<file path="src/rtl/adder_seq_pkg.sv">
// Shared types and constants for the nibble-serial adder/subtractor.
package adder_seq_pkg;

  typedef enum logic [1:0] {
    IDLE = 2'd0,
    RUN  = 2'd1,
    DONE = 2'd2
  } adder_seq_state_t;

  localparam int unsigned NIBBLE_W = 4;

endpackage

</file>
<file path="src/rtl/adder_cla_4bit.sv">
// 4-bit carry-lookahead adder slice with carry-out and signed-overflow flag.
module adder_cla_4bit (
  input  logic [3:0] a,
  input  logic [3:0] b,
  input  logic       cin,
  output logic [3:0] s,
  output logic       cout,
  output logic       ovfl
);

  logic [3:0] w_g;
  logic [3:0] w_p;
  logic [4:0] w_c;

  assign w_g = a & b;
  assign w_p = a ^ b;

  // Lookahead carries, all derived directly from cin.
  assign w_c[0] = cin;
  assign w_c[1] = w_g[0] | (w_p[0] & cin);
  assign w_c[2] = w_g[1] | (w_p[1] & w_g[0]) | (w_p[1] & w_p[0] & cin);
  assign w_c[3] = w_g[2] | (w_p[2] & w_g[1]) | (w_p[2] & w_p[1] & w_g[0])
                | (w_p[2] & w_p[1] & w_p[0] & cin);
  assign w_c[4] = w_g[3] | (w_p[3] & w_g[2]) | (w_p[3] & w_p[2] & w_g[1])
                | (w_p[3] & w_p[2] & w_p[1] & w_g[0])
                | (w_p[3] & w_p[2] & w_p[1] & w_p[0] & cin);

  assign s    = w_p ^ w_c[3:0];
  assign cout = w_c[4];
  assign ovfl = w_c[4] ^ w_c[3];

endmodule

</file>
<file path="src/rtl/adder_seq_16bit.sv">
// Multi-cycle adder/subtractor: one shared 4-bit CLA slice, one nibble per cycle,
// LSB nibble first, with start/busy/done handshake and carry/overflow/zero flags.
module adder_seq_16bit
  import adder_seq_pkg::*;
#(
  parameter int unsigned WIDTH = 16
) (
  input  logic             clk,
  input  logic             rst,
  input  logic             start,
  input  logic [WIDTH-1:0] a,
  input  logic [WIDTH-1:0] b,
  input  logic             sub,
  output logic             busy,
  output logic             done,
  output logic [WIDTH-1:0] s,
  output logic             cout,
  output logic             ovfl,
  output logic             zero
);

  localparam int unsigned NSLICE = WIDTH / NIBBLE_W;
  localparam int unsigned IDX_W  = (NSLICE > 1) ? $clog2(NSLICE) : 1;
  localparam int unsigned PART_W = WIDTH - NIBBLE_W;

  adder_seq_state_t r_state;
  adder_seq_state_t w_state_nxt;
  logic             w_accept;
  logic             w_last;

  logic [IDX_W-1:0]    r_idx;
  logic [WIDTH-1:0]    r_a;
  logic [WIDTH-1:0]    r_b;
  logic                r_carry;
  logic [PART_W-1:0]   r_partial;

  logic                r_busy;
  logic                r_done;
  logic [WIDTH-1:0]    r_s;
  logic                r_cout;
  logic                r_ovfl;
  logic                r_zero;

  logic [NIBBLE_W-1:0] w_a_nib;
  logic [NIBBLE_W-1:0] w_b_nib;
  logic [NIBBLE_W-1:0] w_sum;
  logic                w_cout;
  logic                w_ovfl;
  logic [WIDTH-1:0]    w_result;

  assign w_last   = (r_idx == IDX_W'(NSLICE - 1));
  assign w_result = {w_sum, r_partial};

  // State register.
  always_ff @(posedge clk) begin
    if (rst) begin
      r_state <= IDLE;
    end else begin
      r_state <= w_state_nxt;
    end
  end

  // Next state; a start is only honoured from IDLE or DONE.
  always_comb begin
    w_state_nxt = r_state;
    w_accept    = 1'b0;
    case (r_state)
      IDLE: begin
        if (start) begin
          w_accept    = 1'b1;
          w_state_nxt = RUN;
        end
      end
      RUN: begin
        if (w_last) begin
          w_state_nxt = DONE;
        end
      end
      DONE: begin
        if (start) begin
          w_accept    = 1'b1;
          w_state_nxt = RUN;
        end else begin
          w_state_nxt = IDLE;
        end
      end
      default: begin
        w_state_nxt = IDLE;
      end
    endcase
  end

  // Select operand nibble i for the shared slice.
  always_comb begin
    w_a_nib = '0;
    w_b_nib = '0;
    for (int unsigned n = 0; n < NSLICE; n++) begin
      if (r_idx == IDX_W'(n)) begin
        w_a_nib = r_a[n*NIBBLE_W +: NIBBLE_W];
        w_b_nib = r_b[n*NIBBLE_W +: NIBBLE_W];
      end
    end
  end

  adder_cla_4bit u_slice (
    .a    (w_a_nib),
    .b    (w_b_nib),
    .cin  (r_carry),
    .s    (w_sum),
    .cout (w_cout),
    .ovfl (w_ovfl)
  );

  // Operand capture, nibble accumulation and result/flag registers.
  always_ff @(posedge clk) begin
    if (rst) begin
      r_idx     <= '0;
      r_a       <= '0;
      r_b       <= '0;
      r_carry   <= 1'b0;
      r_partial <= '0;
      r_busy    <= 1'b0;
      r_done    <= 1'b0;
      r_s       <= '0;
      r_cout    <= 1'b0;
      r_ovfl    <= 1'b0;
      r_zero    <= 1'b0;
    end else begin
      r_busy <= (w_state_nxt == RUN);
      r_done <= (w_state_nxt == DONE);
      if (w_accept) begin
        r_a     <= a;
        r_b     <= sub ? ~b : b;
        r_carry <= sub;
        r_idx   <= '0;
      end else if (r_state == RUN) begin
        r_carry <= w_cout;
        for (int unsigned n = 0; n < NSLICE - 1; n++) begin
          if (r_idx == IDX_W'(n)) begin
            r_partial[n*NIBBLE_W +: NIBBLE_W] <= w_sum;
          end
        end
        if (w_last) begin
          r_s    <= w_result;
          r_cout <= w_cout;
          r_ovfl <= w_ovfl;
          r_zero <= (w_result == '0);
        end else begin
          r_idx <= r_idx + IDX_W'(1);
        end
      end
    end
  end

  assign busy = r_busy;
  assign done = r_done;
  assign s    = r_s;
  assign cout = r_cout;
  assign ovfl = r_ovfl;
  assign zero = r_zero;

endmodule

</file>
<file path="config.mk">
export PLATFORM = sky130hd
export DESIGN_NAME = adder_seq_16bit
export DESIGN_NICKNAME = d
export VERILOG_FILES = /design/src/rtl/adder_seq_pkg.sv /design/src/rtl/adder_cla_4bit.sv /design/src/rtl/adder_seq_16bit.sv
export SDC_FILE = /design/constraint.sdc
export NUM_CORES = 1
export LEC_CHECK = 0
export BUFFER_PORTS_ARGS = -buffer_cell sky130_fd_sc_hd__buf_2
export CAP_MARGIN = 20
export CORE_MARGIN = 3
export CORE_UTILIZATION = 50
export DETAILED_ROUTE_END_ITERATION = 7
export PLACE_DENSITY = 0.74
export RECOVER_POWER = 100
export SYNTH_ARGS = -nofsm -noshare
export SYNTH_HDL_FRONTEND = slang
export SYNTH_HIERARCHICAL = 1
export SYNTH_SLANG_ARGS = --single-unit
export TNS_END_PERCENT = 50
</file>
<file path="constraint.sdc">
create_clock -name clk -period 2.78 [get_ports clk]
set_input_delay 0.556 -clock clk [delete_from_list [all_inputs] [get_ports clk]]
set_output_delay 0.556 -clock clk [all_outputs]
set_load 0.02 [all_outputs]
</file>
==> Word level (Yosys, flattened, before mapping) <==
Cells that the tools add are included.
{ "classes": {"n_addsub": 1, "n_eq_ne": 7, "n_mux": 17, "bitwise": 33, "reduce_logical": 11} }
{ "ops": {"columns": ["op", "n"], "rows": [
  ["4-bit 2-to-1 mux", 8],
  ["1-bit bitwise AND", 16],
  ["16-bit zero test", 1],
  ["16-bit 2-to-1 mux", 1],
  ["16-bit inverter", 1],
  ["3-bit AND reduction", 4],
  ["1-bit OR", 10],
  ["2-bit == test, second input constant", 4],
  ["4-bit bitwise XOR", 2],
  ["2-bit by 1-bit == test with 1-bit output, second input constant", 3],
  ["2-bit case mux with 3 select lines", 1],
  ["1-bit 2-to-1 mux", 5],
  ["4-bit bitwise AND", 1],
  ["2-bit zero test", 2],
  ["2-bit 2-to-1 mux", 2],
  ["2-bit OR reduction", 2],
  ["2-bit by 1-bit adder with 2-bit output, second input constant", 1],
  ["1-bit inverter", 2],
  ["2-bit AND reduction", 1],
  ["2-bit nonzero test", 1],
  ["1-bit bitwise XOR", 1]
]} }
{ "totals": {"register_bits": 70, "in_bits": 36, "elab_cells": 83} }

==> Logic depth before layout (Yosys ltp) <==
{ "logic_depth": {"word_depth": 13, "ltp_mapped": 14, "depth_no_buf": 12} }

==> Cells and area by module <==
The synthesis kept the hierarchy.
{ "modules_own_cells": {"columns": ["module", "instances", "cells_each", "area_each_um2", "seq_area_each_um2"], "rows": [
  ["adder_seq_16bit", 1, 356, 3146.8, 1401.3],
  ["adder_cla_4bit", 1, 20, 170.2, 0.0]
]} }

==> Least setup slack after synthesis <==
OpenSTA, ideal clock, no wires.
{ "synth_timing": {"path_kind": "register to register", "from": "register r_idx[0]", "to": "register r_zero (netlist: zero)", "setup_ns": 0.087, "arrival_ns": 2.673, "path_slack_ns": 0.020, "path_stages_with_launch": 15, "n_path_buf": 2, "period_less_slack_ns": 2.760, "cell_sequence": "dfxtp_1 -> inv_1 -> ha_1 -> buf_2 -> buf_2 -> a21oi_1 -> o21ai_0 -> a22o_1 -> ha_1 -> a21o_1 -> a31oi_2 -> xnor2_1 -> nor4_1 -> nand4_1 -> o31ai_1"} }
{ "synth_between": {"elab_chain_len": 12} }
{ "synth_lines": {"columns": ["item", "line", "text"], "rows": [
  ["start, declared", "adder_seq_16bit.sv:31", "logic [IDX_W-1:0] r_idx;"],
  ["start signal, assigned", "adder_seq_16bit.sv:149", "r_idx <= r_idx + IDX_W'(1);"],
  ["2-bit zero test", "adder_seq_16bit.sv:98", "if (r_idx == IDX_W'(n)) begin"],
  ["4-bit 2-to-1 mux (3 in series)", "adder_seq_16bit.sv:98", null],
  ["4-bit 2-to-1 mux *", "adder_seq_16bit.sv:98", null],
  ["net w_a_nib[2]", "adder_seq_16bit.sv:44", "logic [NIBBLE_W-1:0] w_a_nib;"],
  ["4-bit bitwise XOR", "adder_cla_4bit.sv:16", "assign w_p = a ^ b;"],
  ["1-bit bitwise AND (on tied branches)", "adder_cla_4bit.sv:22, adder_cla_4bit.sv:23", null],
  ["1-bit OR, or another cell as far along", "adder_cla_4bit.sv:22", "assign w_c[3] = w_g[2] | (w_p[2] & w_g[1]) | (w_p[2] & w_p[1] & w_g[0])"],
  ["1-bit OR / 1-bit bitwise AND (equally long branches)", "adder_cla_4bit.sv:22, adder_cla_4bit.sv:23", null],
  ["1-bit OR *", "adder_cla_4bit.sv:23", "| (w_p[2] & w_p[1] & w_p[0] & cin);"],
  ["4-bit bitwise XOR *", "adder_cla_4bit.sv:28", "assign s = w_p ^ w_c[3:0];"],
  ["net w_sum[3]", "adder_seq_16bit.sv:46", "logic [NIBBLE_W-1:0] w_sum;"],
  ["16-bit zero test *", "adder_seq_16bit.sv:147", "r_zero <= (w_result == '0);"],
  ["end signal, assigned", "adder_seq_16bit.sv:147", null],
  ["end, declared", "adder_seq_16bit.sv:42", "logic r_zero;"]
]} }
The timed path passes the listed nets; every way through them passes the cells marked *.
A chain may end at the register's enable or synchronous reset.

==> Final worst setup path <==
{ "layout_timing": {"from": "register r_idx[0]", "to": "register r_zero (netlist: zero)"} }
{ "layout_lines": {"columns": ["item", "line", "text"], "rows": [
  ["2-bit zero test", "adder_seq_16bit.sv:98", null],
  ["4-bit 2-to-1 mux (3 in series)", "adder_seq_16bit.sv:98", null],
  ["4-bit 2-to-1 mux *", "adder_seq_16bit.sv:98", null],
  ["net w_b_nib[0]", "adder_seq_16bit.sv:45", "logic [NIBBLE_W-1:0] w_b_nib;"],
  ["4-bit bitwise AND / 4-bit bitwise XOR (equally long branches)", "adder_cla_4bit.sv:15, adder_cla_4bit.sv:16", null],
  ["1-bit bitwise AND (on tied branches)", "adder_cla_4bit.sv:22, adder_cla_4bit.sv:23", null],
  ["1-bit OR / 1-bit bitwise AND (equally long branches)", "adder_cla_4bit.sv:22, adder_cla_4bit.sv:23", null],
  ["1-bit OR *", "adder_cla_4bit.sv:23", null],
  ["4-bit bitwise XOR *", "adder_cla_4bit.sv:28", null],
  ["net w_sum[3]", "adder_seq_16bit.sv:46", null],
  ["16-bit zero test *", "adder_seq_16bit.sv:147", null]
]} }
Marks and branches as above.

==> results.md <==
| Item | Value | Unit |
|---|---|---|
| Outcome | completed | - |
| Worst Skew | 0.009348 | ns |
| Final Hold Vio Count | 0 | - |
| Number of standard-cell rows in the floorplan | 29 | - |
| Number of placed instances with taps included | 492 | - |
| Port Buffers | 56 | - |
| Initial antenna violation count | 0 | - |
| Fraction of power spent switching nets | 25.73 | % |
| Number of flip-flops and latches in the synthesized netlist | 70 | - |
| Internal power component | 1.805 | mW |
| Final ANT Viol Nets | 0 | - |
| Max-cap viol count | 0 | - |
| Clock latency on the worst-skew pair | 0.35 | ns |
| Design Power | 2.431 | mW |
| Vias per Instance | 5.176 | - |
| Netlist area before placement | 3317 | µm² |
| Number of buffers inserted during clock tree synthesis | 9 | - |
| Placed cell areas | 3582 | µm² |
| Count of endpoints failing setup in the final report | 0 | - |
| Synth cell types | 34 | - |
| Clock tree buffer depth | 2 | - |
| Top Ports | 57 | - |
| Post-synth top area share | 42.25 | % |
| Largest area contributor in the netlist | sky130_fd_sc_hd__dfxtp_1 | - |
| Leakage power total | 1.526 | nW |
| Routed length per instance | 13.61 | µm |
| Worst hold-check path type | primary input to flop | - |
| Worst Min Path Start | a[8] | - |
| Routed vias | 2640 | - |
| Height of the die | 87.45 | µm |
| Root Buffer | sky130_fd_sc_hd__clkbuf_8 | - |
| GP Congestion | 0.8461 | - |
| Number of antenna diodes | 0 | - |
| Core box area | 6386 | µm² |
| Starting DRT DRC Count | 120 | - |
| Switching component of the power | 0.6254 | mW |
| Die Span X | 87.45 | µm |
| PwrDens | 634.7 | nW/µm² |
| Layout overhead on the synthesized area | 15.47 | % |
| CTS Sinks | 70 | - |
| Synth Area per Inst | 8.822 | µm² |
| Final cell count without fillers | 510 | - |
| Ranking of synthesized cells by area | sky130_fd_sc_hd__dfxtp_1 42%, sky130_fd_sc_hd__nand2_1 8.6%, sky130_fd_sc_hd__a21oi_1 6.2%, sky130_fd_sc_hd__a211oi_2 5.3%, sky130_fd_sc_hd__mux2i_1 4.2% | - |
| Count of TritonRoute iterations in the first routing pass | 4 | - |
| Critical Setup Path Class | flop to flop | - |
| Yosys warns | 6 | - |
| Min cycle time layout | 2.589 | ns |
| Share of layout cells above drive strength 1 | 22.63 | % |
| Data required time at the worst endpoint | 3.03 | ns |
| Wire length of the first global-routing pass | 11530 | µm |
| H-tree levels | 3 | - |
| Worst slew pin tran | 1.007 | ns |
| Setup slack of the most critical reg-to-reg path | 0.19 | ns |
| Initial cell density of the core | 51.94 | % |
| Area enclosed by the die boundary | 7648 | µm² |
| Critical Path Start Type | flop | - |
| Detailed-placement wirelength estimate | 4909 | µm |
| Total overflow reported by the global router | 0 | - |
| Proportion of register bits with asynchronous set or reset after synthesis | 0 | % |
| Critical path arrival | 2.84 | ns |
| Clock tree from TritonCTS | built | - |
| Launch point of the critical path | r_idx[0] | - |
| Remaining max-slew budget at the tightest pin | 32.89 | % |
| Number of design rule violations left after detail routing | 0 | - |
| Via count of the first global-routing pass | 2575 | - |
| Net Count, Synth | 421 | - |
| Total of hold buffers inserted after clock tree synthesis | 0 | - |
| Final cycle utilization of the critical path | 93.14 | % |
| Count of flip-flops with a built-in enable after synthesis | 0 | - |
| Top FF cell, synth | sky130_fd_sc_hd__dfxtp_1 | - |
| Largest net degree at the start of global routing | 44 | - |
| Largest voltage drop on the vdd net | 0.0005021 | V |
| Clock Power Share | 40.9 | % |
| Sequential element share of the synthesized area | 42.25 | % |
| Clock-pin slew of the registers on the worst-case setup and hold paths | 0.08 | ns |
| Highest clock rate | 0.3862 | GHz |
| Cells after Synth | 376 | - |
| Critical Path Sink Type | flop | - |
| Power share of the sequential group | 44.6 | % |
| Final instance area | 3830 | µm² |
| Global routing usage summed across all routing layers | 19.06 | % |
| Final WL | 6940 | µm |
| Net count reported at finish | 473 | - |
| Logic gate share of total power | 14.6 | % |
| Worst r2r src | r_idx[0] | - |
| Number of pins with negative max-slew slack in the final report | 0 | - |
| Top fanout value on the critical path | 16 | - |
[worst paths after layout]
kind	to	depth (start not counted)
setup / recovery	zero	12
hold / removal	r_a[8]	3
setup reg to reg	zero	12
hold reg to reg	s[2]	2
[cells in the final DEF (no fill, tap or decap), drive strengths merged, types with 14 or more instances in the layout]
| cell type | count |
|---|---|
| nand2 | 76 |
| dfxtp | 70 |
| a21oi | 51 |
| buf | 47 |
| nor2 | 35 |
| clkbuf | 33 |
| a211oi | 17 |
| xnor2 | 16 |
| inv | 16 |
| mux2i | 14 |
[per-layer routing]
layer  track usage, %  vias to the layer above  wire (µm)
li1                 -                     1356          -
met1            24.49                     1222       3238
met2            30.41                       54       3256
met3            5.582                        8        367
met4            6.695                        0         78
met5                0                        -          0
[worst max-delay path, stage by stage, from the launching register on]
cell,delay [ns]
sky130_fd_sc_hd__dfxtp_2,0.36
sky130_fd_sc_hd__inv_1,0.11
sky130_fd_sc_hd__ha_4,0.24
sky130_fd_sc_hd__a21oi_1,0.12
sky130_fd_sc_hd__o21ai_0,0.11
sky130_fd_sc_hd__a22o_1,0.22
sky130_fd_sc_hd__ha_1,0.28
sky130_fd_sc_hd__a21o_1,0.21
sky130_fd_sc_hd__a31oi_2,0.20
sky130_fd_sc_hd__xnor2_1,0.11
sky130_fd_sc_hd__nor4_1,0.18
sky130_fd_sc_hd__nand4_1,0.13
sky130_fd_sc_hd__o31ai_1,0.23
[registers in the layout, summed over array words and instances, names as in the netlist, 2 cells and up]
signal,count
r_a,16
r_b,16
s,16
r_partial,12
r_idx,2
r_state,2
[repair_timing]
action,in CTS,in global routing
pin swaps,0,6
endpoints found under the setup margin,1,11
gates resized for setup,1,13
buffers inserted,0,2
[power by group through the flow]
stage / clock (mW) / sequential (mW) / combinational [mW]
final: 0.994 / 1.08 / 0.354
after global placement: 0 / 1.10 / 0.341
after floorplan: 0 / 1.09 / 0.267
after CTS: 1.01 / 1.08 / 0.352
after global routing: 1.06 / 1.09 / 0.399
after detailed placement: 0 / 1.10 / 0.349
[cell families (layout without fill, tap and decap cells)]
logic type      after synthesis  count (layout)  synth area share [%]
flops                        70              70                 42.25
compound gates               89              89                 19.39
xor+xnor                     20              20                 5.281
buf+inv                      45             102                 8.148
simple gates                128             128                 16.75
fa+ha+maj                     9               9                 3.621
mux                          15              15                 4.564
[metrics by stage]
stage | util (%) | setup WS, ns | setup TNS [ns] | hold slack (ns)
4_1_cts | 59.97 | 0.004200 | 0 | 0.4331
2_1_floorplan | - | 0.02027 | 0 | 0.4363
6_report | 59.97 | 0.1907 | 0 | 0.4472
3_3_place_gp | 56.09 | 0.08521 | 0 | 0.4415
3_5_place_dp | 56.09 | -0.05508 | -0.05508 | 0.4460
5_1_grt | 59.97 | -0.08928 | -0.08928 | 0.4389
[final cells by class]
cell class | instances | area [µm²]
repair buffers | 71 | 354.1
flip-flops and latches | 70 | 1406
well taps | 77 | 96.34
clock buffers | 9 | 123.9
clock inverters | 7 | 121.4
multi-input cells | 261 | 1672
inverters | 15 | 56.30
fillers | 581 | 2556
[synth_stat cells (all sizes together), types with 2 or more instances]
master / n
nor3: 2
inv: 15
o21ai: 8
mux2i: 14
xor2: 4
nand3b: 5
a211oi: 17
nand2: 76
a21oi: 51
nor4: 4
dfxtp: 70
ha: 8
a21o: 2
buf: 23
clkbuf: 7
nand2b: 2
xnor2: 16
nor2: 35
a22o: 8
Power figures use the tool's default switching activity.
